[src/rtl/dmem_arbiter.sv]
// Two-port arbiter for the SIMD core data RAM: core MEM stage (port 0) vs DMA (port 1).
// Round-robin on conflict, DMA burst lock bounded by a watchdog, tagged read returns.
module dmem_arbiter #(
    parameter int AW       = 32,
    parameter int DW       = 32,
    parameter int RD_LAT   = 1,
    parameter int LOCK_MAX = 16
) (
    input  logic          clk,
    input  logic          reset,
    input  logic          req0,
    input  logic          we0,
    input  logic [AW-1:0] addr0,
    input  logic [DW-1:0] wdata0,
    output logic          gnt0,
    output logic          stall0,
    output logic          rvalid0,
    output logic [DW-1:0] rdata0,
    input  logic          req1,
    input  logic          we1,
    input  logic [AW-1:0] addr1,
    input  logic [DW-1:0] wdata1,
    input  logic          lock1,
    output logic          gnt1,
    output logic          rvalid1,
    output logic [DW-1:0] rdata1,
    output logic          mem_en,
    output logic          mem_we,
    output logic [AW-1:0] mem_addr,
    output logic [DW-1:0] mem_wdata,
    input  logic [DW-1:0] mem_rdata
);

    localparam int CW = $clog2(LOCK_MAX + 1);
    localparam logic [CW-1:0] LOCK_MAX_C = CW'(LOCK_MAX);

    typedef enum logic [1:0] {
        S_OPEN,
        S_LOCKED,
        S_FORCE
    } state_t;

    state_t          r_state;
    state_t          w_state_nxt;
    logic            r_last;
    logic            w_last_nxt;
    logic [CW-1:0]   r_lock_cnt;
    logic [CW-1:0]   w_lock_cnt_nxt;
    logic            w_gnt0;
    logic            w_gnt1;
    logic            w_push_vld;
    logic [RD_LAT-1:0] r_tag_vld;
    logic [RD_LAT-1:0] r_tag_port;

    // r_last holds the port that won the most recent conflict; the other port wins the next one.
    always_comb begin
        w_gnt0         = 1'b0;
        w_gnt1         = 1'b0;
        w_state_nxt    = r_state;
        w_last_nxt     = r_last;
        w_lock_cnt_nxt = r_lock_cnt;
        case (r_state)
            S_OPEN: begin
                if (req0 && req1) begin
                    w_gnt0     = r_last;
                    w_gnt1     = ~r_last;
                    w_last_nxt = ~r_last;
                end else begin
                    w_gnt0 = req0;
                    w_gnt1 = req1;
                end
                if (w_gnt1 && lock1) begin
                    w_state_nxt    = S_LOCKED;
                    w_lock_cnt_nxt = CW'(1);
                end
            end
            S_LOCKED: begin
                w_gnt1         = req1;
                w_lock_cnt_nxt = r_lock_cnt + 1'b1;
                if (!lock1) begin
                    w_state_nxt = S_OPEN;
                end else if (w_lock_cnt_nxt == LOCK_MAX_C) begin
                    w_state_nxt = S_FORCE;
                end
            end
            S_FORCE: begin
                w_gnt0         = req0;
                w_gnt1         = req1 & ~req0;
                w_state_nxt    = S_OPEN;
                w_lock_cnt_nxt = '0;
            end
            default: begin
                w_state_nxt = S_OPEN;
            end
        endcase
    end

    always_ff @(posedge clk or posedge reset) begin
        if (reset) begin
            r_state    <= S_OPEN;
            r_last     <= 1'b1;
            r_lock_cnt <= '0;
        end else begin
            r_state    <= w_state_nxt;
            r_last     <= w_last_nxt;
            r_lock_cnt <= w_lock_cnt_nxt;
        end
    end

    assign gnt0   = w_gnt0;
    assign gnt1   = w_gnt1;
    assign stall0 = req0 & ~w_gnt0;

    always_comb begin
        mem_en    = w_gnt0 | w_gnt1;
        mem_we    = 1'b0;
        mem_addr  = '0;
        mem_wdata = '0;
        if (w_gnt0) begin
            mem_we    = we0;
            mem_addr  = addr0;
            mem_wdata = wdata0;
        end else if (w_gnt1) begin
            mem_we    = we1;
            mem_addr  = addr1;
            mem_wdata = wdata1;
        end
    end

    // Tag pipeline mirrors the RAM read latency; the tail entry owns the current mem_rdata.
    assign w_push_vld = (w_gnt0 & ~we0) | (w_gnt1 & ~we1);

    always_ff @(posedge clk or posedge reset) begin
        if (reset) begin
            r_tag_vld  <= '0;
            r_tag_port <= '0;
        end else begin
            r_tag_vld[0]  <= w_push_vld;
            r_tag_port[0] <= w_gnt1;
            for (int unsigned i = 1; i < RD_LAT; i++) begin
                r_tag_vld[i]  <= r_tag_vld[i-1];
                r_tag_port[i] <= r_tag_port[i-1];
            end
        end
    end

    assign rvalid0 = r_tag_vld[RD_LAT-1] & ~r_tag_port[RD_LAT-1];
    assign rvalid1 = r_tag_vld[RD_LAT-1] &  r_tag_port[RD_LAT-1];
    assign rdata0  = rvalid0 ? mem_rdata : '0;
    assign rdata1  = rvalid1 ? mem_rdata : '0;

endmodule
[config.mk]
export PLATFORM = sky130hd
export DESIGN_NAME = dmem_arbiter
export DESIGN_NICKNAME = d
export VERILOG_FILES = /design/src/rtl/dmem_arbiter.sv
export SDC_FILE = /design/constraint.sdc
export NUM_CORES = 1
export LEC_CHECK = 0
export BUFFER_PORTS_ARGS = -buffer_cell sky130_fd_sc_hd__clkbuf_2
export CORE_AREA = 2 2 116 118
export CTS_BUF_LIST = sky130_fd_sc_hd__clkbuf_2 sky130_fd_sc_hd__clkbuf_4 sky130_fd_sc_hd__clkbuf_8
export DETAILED_ROUTE_END_ITERATION = 10
export DIE_AREA = 0 0 118 120
export PLACE_DENSITY = 0.58
export SLEW_MARGIN = 25
export SYNTH_ARGS = -nofsm -noshare
export SYNTH_HDL_FRONTEND = slang
export SYNTH_SLANG_ARGS = --single-unit
[constraint.sdc]
create_clock -name clk -period 3 [get_ports clk]
set_input_delay 0.45 -clock clk [delete_from_list [all_inputs] [get_ports clk]]
set_output_delay 0.45 -clock clk [all_outputs]
set_load 0.005 [all_outputs]
==> qor.tcl, run 1 <==
set qor(h_tree_depth) 1
set qor(worstPathBufferInverterCount) 4
set qor(drcViolationCount) 0
set qor(post-place-cells) 752
set qor(cts.clk_slew.worst_paths_ps) 50
set qor(synth.lib_cells_used.distinct) 35
set qor(worst_pin_slew_ps) 738.5
set qor(leakage_nw) 2.141
set qor(synthesis.yosys.warnings) 0
set qor(type_of_the_worst_setup_path) {reg -> out}
set qor(max_cap_viol_count) 0
set qor(io_pins) 302
set qor(vdd.ir_drop.worst_v) 0.0002131
set qor(timing.setup.tns_ps) 0
set qor(groute.usage.overall_pct) 14.87
set qor(synth_xor_xnor_area_share_pct) 0.8107
set qor(cpMaxStageDelayCell) {sky130_fd_sc_hd__dfrtp_1}
set qor(stdcell_count) 756
set qor(fp.dieH_um) 120
set qor(number_of_enable_flip_flop_cells_after_synthesis) 0
set qor(layout-drive-gt1-share_pct) 55.17
set qor(worstPathRequired_ps) 2550
set qor(synth_top_cells_by_area) {sky130_fd_sc_hd__o2bb2ai_1, sky130_fd_sc_hd__o21ai_0, sky130_fd_sc_hd__dfrtp_1}
set qor(yosys-top-cells-count) {sky130_fd_sc_hd__o21ai_0, sky130_fd_sc_hd__o2bb2ai_1, sky130_fd_sc_hd__and2_1}
set qor(synth_area_mm2) 0.002161
set qor(finalCritPeriodShare_pct) 88.10
set qor(cts.path.max_buffers) 2
set qor(design.die.area_mm2) 0.01416
set qor(post-synth-top-area-cell) {sky130_fd_sc_hd__o2bb2ai_1}
set qor(vias_per_cell) 4.579
set qor(postRouteAntennaNets) 0
set qor(via_count_of_the_first_global_routing_pass) 3179
set qor(postSynthRegisterBits) 10
set qor(setup_viol) 0
set qor(synth-seq-area-share_pct) 11.64
set qor(max_clock_freq_mhz) 378.4
set qor(yosys.cell_count.top_type) {sky130_fd_sc_hd__o21ai_0}
set qor(muxShareOfSynthArea_pct) 0
set qor(avgRoutedWirePerCell_um) 15.20
set qor(synthesis.instances) 304
set qor(timing.slew.headroom_pct) 50.69
set qor(cts-buffers-inserted) 3
set qor(grt.overflow.total) 0
set qor(area_growth_from_synthesis_to_final_layout_pct) 78.34
set qor(cellPowerDensity_mw_per_mm2) 524.3
set qor(placement.setup.worst_slack_ps) 587.2
set qor(yosys.area_share.simple_pct) 24.84
set qor(io_buffers) 301
set qor(antenna_violations_before_repair) 0
set qor(cp-end-kind) {primary output}
set qor(timing.critical_path.max_delay_family) {buffers and inverters}
set qor(floorplan.die.width_um) 118
set qor(synthAdderAreaFrac_pct) 3.474
set qor(drt_pre_antenna_iters) 4
set qor(critical_path.cell_chain) {inv_1, ha_1, a21oi_4, nand2b_1, inv_2, buf_12, o2bb2ai_1, clkbuf_2}
set qor(postSynthNetCount) 477
set qor(synth_largest_type_area_fraction_pct) 26.35
set qor(post-dp-hpwl_mm) 9.498
set qor(unrepaired_setup_endpoints_after_global_routing) {no}
set qor(routed_wl_mm) 11.49
set qor(post_dp_cell_area_mm2) 0.003805
set qor(finish.net_count) 754
set qor(async_flop_share_pct) 100.0
set qor(finalMaxSlewViolations) 0
set qor(core_mm2) 0.01298
set qor(clkSinkCount) 10
set qor(cts_tree) {yes}
set qor(min-delay-path-class) {in -> async}
set qor(hold_viol_final) 0
set qor(initial_core_util_pct) 16.65
set qor(drt_first_iter_violations) 159
set qor(antenna_cells_inserted) 0
set qor(critPathMaxFanout) 42
set qor(vias) 3462
set qor(gpl.final_weighted_congestion) 0.7656
set qor(post-route-worst-setup-slack_ps) 357.1
set qor(combinational_family_with_the_most_area_after_synthesis) {compound AO/OA/AOI/OAI gates}
set qor(final_critical_period_ps) 2643
set qor(finalInstanceArea_mm2) 0.003854
set qor(clk_root_buffer_cell) {sky130_fd_sc_hd__clkbuf_8}
set qor(first_pass_grt_wire_length_mm) 16.98
set qor(max_stage_delay_ps) 430
set qor(synth_top_flop_cell) {sky130_fd_sc_hd__dfrtp_1}
set qor(postSynthAreaPerCell_um2) 7.108
set qor(ctsResizeCount) 0
set qor(floorplan.rows) 42
set qor(clock_insertion_delay_worst_skew_ps) 240
set qor(post_cts.repair.setup_buffers) 0
set qor(power_w) 0.002021
set qor(area_fraction_in_compound_gates_after_synthesis_pct) 48.29
set qor(status) {completed}
set qor(fin_worst_skew_ps) 4.332
set qor(worst-endpoint-arrival_ps) 2190
set qor(grt_start_max_net_pins) 67
set qor(holdBufCountCts) 0
set qor(crit_path_start_kind) {register}
final cells by class:
type	count	area [um^2]
clock buffers	4	48.80
fillers	1462	9126
inverters	9	33.78
multi-input cells	247	1688
flip-flops and latches	10	251.5
well taps	176	220.2
repair buffers	310	1612
cell usage in the layout, fill, tap and decap left out, types with 4 or more instances in the layout:
master                      Yosys  routed
sky130_fd_sc_hd__and2_1        34      34
sky130_fd_sc_hd__dfrtp_1        9       9
sky130_fd_sc_hd__and3_1        33      33
sky130_fd_sc_hd__o2bb2ai_1     65      65
sky130_fd_sc_hd__nor2b_1        4       4
sky130_fd_sc_hd__inv_1          7       7
sky130_fd_sc_hd__nand2b_1       4       4
sky130_fd_sc_hd__ha_1           6       6
sky130_fd_sc_hd__nand2_1        6       6
sky130_fd_sc_hd__clkbuf_2       0     301
sky130_fd_sc_hd__buf_4          3       6
sky130_fd_sc_hd__o21ai_0       68      68
sky130_fd_sc_hd__o21ai_1        4       4
cells by family (layout without fill, tap and decap cells):
family | Yosys count | count (layout)
AO/OA/AOI/OAI | 151 | 151
XOR/XNOR | 2 | 2
adder cells (fa/ha/maj) | 6 | 6
buffers and inverters | 47 | 323
flip-flops | 10 | 10
AND/OR/NAND/NOR | 88 | 88
registers in the layout (all words and copies together) (netlist names):
register    count
r_state         2
r_last          1
r_tag_port      1
r_lock_cnt      5
r_tag_vld       1
routing by layer:
layer  up-vias  GRT usage (%)  part of all wire (%)
li1       1701              -                     -
met1      1549          16.57                    38
met2       202          28.27                    51
met3        10          3.945                   9.8
met4         0          3.012                   1.3
met5         -              0                     0
power breakdown:
group | internal, W | switching [W]
registers | 0.000175 | 0.0000320
logic | 0.000725 | 0.000935
clock network | 0.000102 | 0.0000518
total | 0.00100 | 0.00102
through the flow:
| step | util, % | hold WS (ps) |
|---|---|---|
| after detailed placement | 29.31 | 439.7 |
| after global routing | 29.69 | 236.3 |
| after CTS | 29.69 | 187.1 |
| after floorplan | - | 289.5 |
| final | 29.69 | 172.2 |
| after global placement | 29.31 | 437.3 |
worst paths after layout:
path,cells past startpoint,start,end,slack (ps)
min,2,reset,r_tag_port$_DFF_PP0_,170
min in group clk,2,we1,r_tag_vld$_DFF_PP0_,450
min reg2reg,1,r_last$_DFFE_PP1P_,r_last$_DFFE_PP1P_,490
max,8,r_state[0]$_DFFE_PP0P_,mem_wdata[26],360
max reg2reg,6,r_state[0]$_DFFE_PP0P_,r_lock_cnt[2]$_DFFE_PP0P_,1110
max in group asynchronous,2,reset,r_last$_DFFE_PP1P_,2510
(Power assumes the default switching activity.)
==> inputs of run 2 (changes only) <==
REMOVE_ABC_BUFFERS = 1   (was default)
==> run 2 against run 1 <==
Sequential cell count stayed put. Clock-buffer cell count stayed put. Non-clock buffer count is 1 lower. Critical path depth stayed put. Clock power hardly changed. Power is 0.61% lower.
==> qor.tcl, run 2 (synthesis results as in run 1) <==
set qor(timing.critical_path.max_delay_family) {compound AO/OA/AOI/OAI gates}
set qor(most_common_cell_after_layout_fill_and_taps_aside) {sky130_fd_sc_hd__clkbuf_2}
set qor(routed_wl_mm) 11.90
set qor(design.die.area_mm2) 0.01416
set qor(critical_path.cell_chain) {inv_1, ha_1, inv_1, a21boi_1, o21ai_4, buf_12, o2bb2ai_1, clkbuf_2}
set qor(cts.path.max_buffers) 2
set qor(floorplan.rows) 42
set qor(post_dp_cell_area_mm2) 0.003797
set qor(crit_path_start_kind) {register}
set qor(area_growth_from_synthesis_to_final_layout_pct) 78.00
set qor(first_pass_grt_wire_length_mm) 17.91
set qor(min-delay-path-class) {in -> async}
set qor(h_tree_depth) 1
set qor(stdcell_count) 755
set qor(cts_tree) {yes}
set qor(unrepaired_setup_endpoints_after_global_routing) {no}
set qor(vias_per_cell) 4.601
set qor(finalCritPeriodShare_pct) 85.69
set qor(groute.usage.overall_pct) 15.66
set qor(post-place-cells) 751
set qor(io_buffers) 301
set qor(holdBufCountCts) 0
set qor(drt_first_iter_violations) 138
set qor(worst-endpoint-arrival_ps) 2120
set qor(largest_register_ffs) 5
set qor(worstPathRequired_ps) 2550
set qor(initial_core_util_pct) 16.65
set qor(vias) 3474
set qor(critPathMaxFanout) 66
set qor(gpl.final_weighted_congestion) 0.8483
set qor(clk_root_buffer_cell) {sky130_fd_sc_hd__clkbuf_8}
set qor(critical_path.most_common_cell) {sky130_fd_sc_hd__inv_1}
set qor(largest_registers) {r_lock_cnt (5), r_state (2)}
set qor(finalMaxSlewViolations) 0
set qor(drt_pre_antenna_iters) 4
set qor(hold_viol_final) 0
set qor(worstPathBufferInverterCount) 4
set qor(cts.clk_slew.worst_paths_ps) 50
set qor(ff2ff_path_depth) 6
set qor(max_stage_delay_ps) 420
set qor(vdd.ir_drop.worst_v) 0.0002742
set qor(leakage_nw) 2.135
set qor(floorplan.die.width_um) 118
set qor(cellPowerDensity_mw_per_mm2) 522.1
set qor(avgRoutedWirePerCell_um) 15.76
set qor(drcViolationCount) 0
set qor(final_critical_period_ps) 2571
set qor(cpMaxStageDelayCell) {sky130_fd_sc_hd__dfrtp_1}
set qor(antenna_violations_before_repair) 0
set qor(most_frequent_cells_in_the_layout) {sky130_fd_sc_hd__clkbuf_2, sky130_fd_sc_hd__o21ai_0, sky130_fd_sc_hd__o2bb2ai_1}
set qor(worstReg2RegEnd) {r_lock_cnt[4]$_DFFE_PP0P_}
set qor(clock_insertion_delay_worst_skew_ps) 240
set qor(core_mm2) 0.01298
set qor(grt_start_max_net_pins) 67
set qor(cts-buffers-inserted) 3
set qor(max_clock_freq_mhz) 389.0
set qor(type_of_the_worst_setup_path) {reg -> out}
set qor(io_pins) 302
set qor(setup_viol) 0
set qor(via_count_of_the_first_global_routing_pass) 3250
set qor(fp.dieH_um) 120
set qor(layout-drive-gt1-share_pct) 55.09
set qor(post-dp-hpwl_mm) 9.612
set qor(clkSinkCount) 10
set qor(timing.slew.headroom_pct) 59.65
set qor(max_cap_viol_count) 0
set qor(grt.overflow.total) 0
set qor(status) {completed}
set qor(reg2reg_slack_ps) 1090
set qor(post_cts.repair.setup_buffers) 0
set qor(worst_pin_slew_ps) 597.3
set qor(ctsResizeCount) 0
set qor(antenna_cells_inserted) 0
set qor(finish.net_count) 753
set qor(reg2reg_from) {r_state[0]$_DFFE_PP0P_}
set qor(finalInstanceArea_mm2) 0.003846
set qor(largest-register) {r_lock_cnt}
set qor(cp-end-kind) {primary output}
set qor(postRouteAntennaNets) 0
set qor(fin_worst_skew_ps) 5.323
## run 2: changes by cell type in the layout (fill, tap and decap cells not counted)
| cell | before | now |
|---|---|---|
| sky130_fd_sc_hd__buf_4 | 6 | 5 |
## run 2: worst max path at each step
stage	from	to	slack, ps	cells after the start
after global routing	r_state[0]$_DFFE_PP0P_	mem_wdata[6]	280	8
after detailed placement	r_state[0]$_DFFE_PP0P_	mem_wdata[6]	660	8
after floorplan	r_state[0]$_DFFE_PP0P_	mem_addr[0]	-90	6
final	r_state[0]$_DFFE_PP0P_	mem_wdata[6]	430	8
after CTS	r_state[0]$_DFFE_PP0P_	mem_wdata[6]	390	8
after global placement	r_state[0]$_DFFE_PP0P_	mem_wdata[6]	720	8
## run 2: layer usage
layer,wire [um],track usage [%],vias to the layer above
li1,-,-,1695
met1,4909,18.52,1578
met2,6061,30.09,196
met3,896,3.137,5
met4,33,1.355,0
met5,0,0,-
## run 2: layout make-up
type,instances,area (um^2)
Sequential cell,10,251.5
Clock buffer,4,48.80
Timing Repair Buffer,309,1604
Fill cell,1487,9134
Tap cell,176,220.2
Multi-Input combinational cell,247,1688
Inverter,9,33.78
## run 2: power breakdown
part	internal [W]	leakage (nW)	total (W)	switching, W
logic	0.000706	1.98	0.00165	0.000941
registers	0.000175	0.129	0.000204	0.0000293
clock network	0.000102	0.0262	0.000157	0.0000550
## run 2: stage by stage
| step | power [W] | utilization, % | hold slack [ps] | TNS, ps | worst slack, ps |
|---|---|---|---|---|---|
| floorplan | 0.001009 | - | 289.5 | -6170 | -94.92 |
| global placement | 0.001868 | 29.26 | 434.9 | 0 | 718.6 |
| detailed placement | 0.001870 | 29.26 | 443.2 | 0 | 658.6 |
| CTS | 0.002038 | 29.63 | 186.8 | 0 | 390.2 |
| global route | 0.002213 | 29.63 | 223.3 | 0 | 280.2 |
| finish | 0.002008 | 29.63 | 176.3 | 0 | 429.2 |
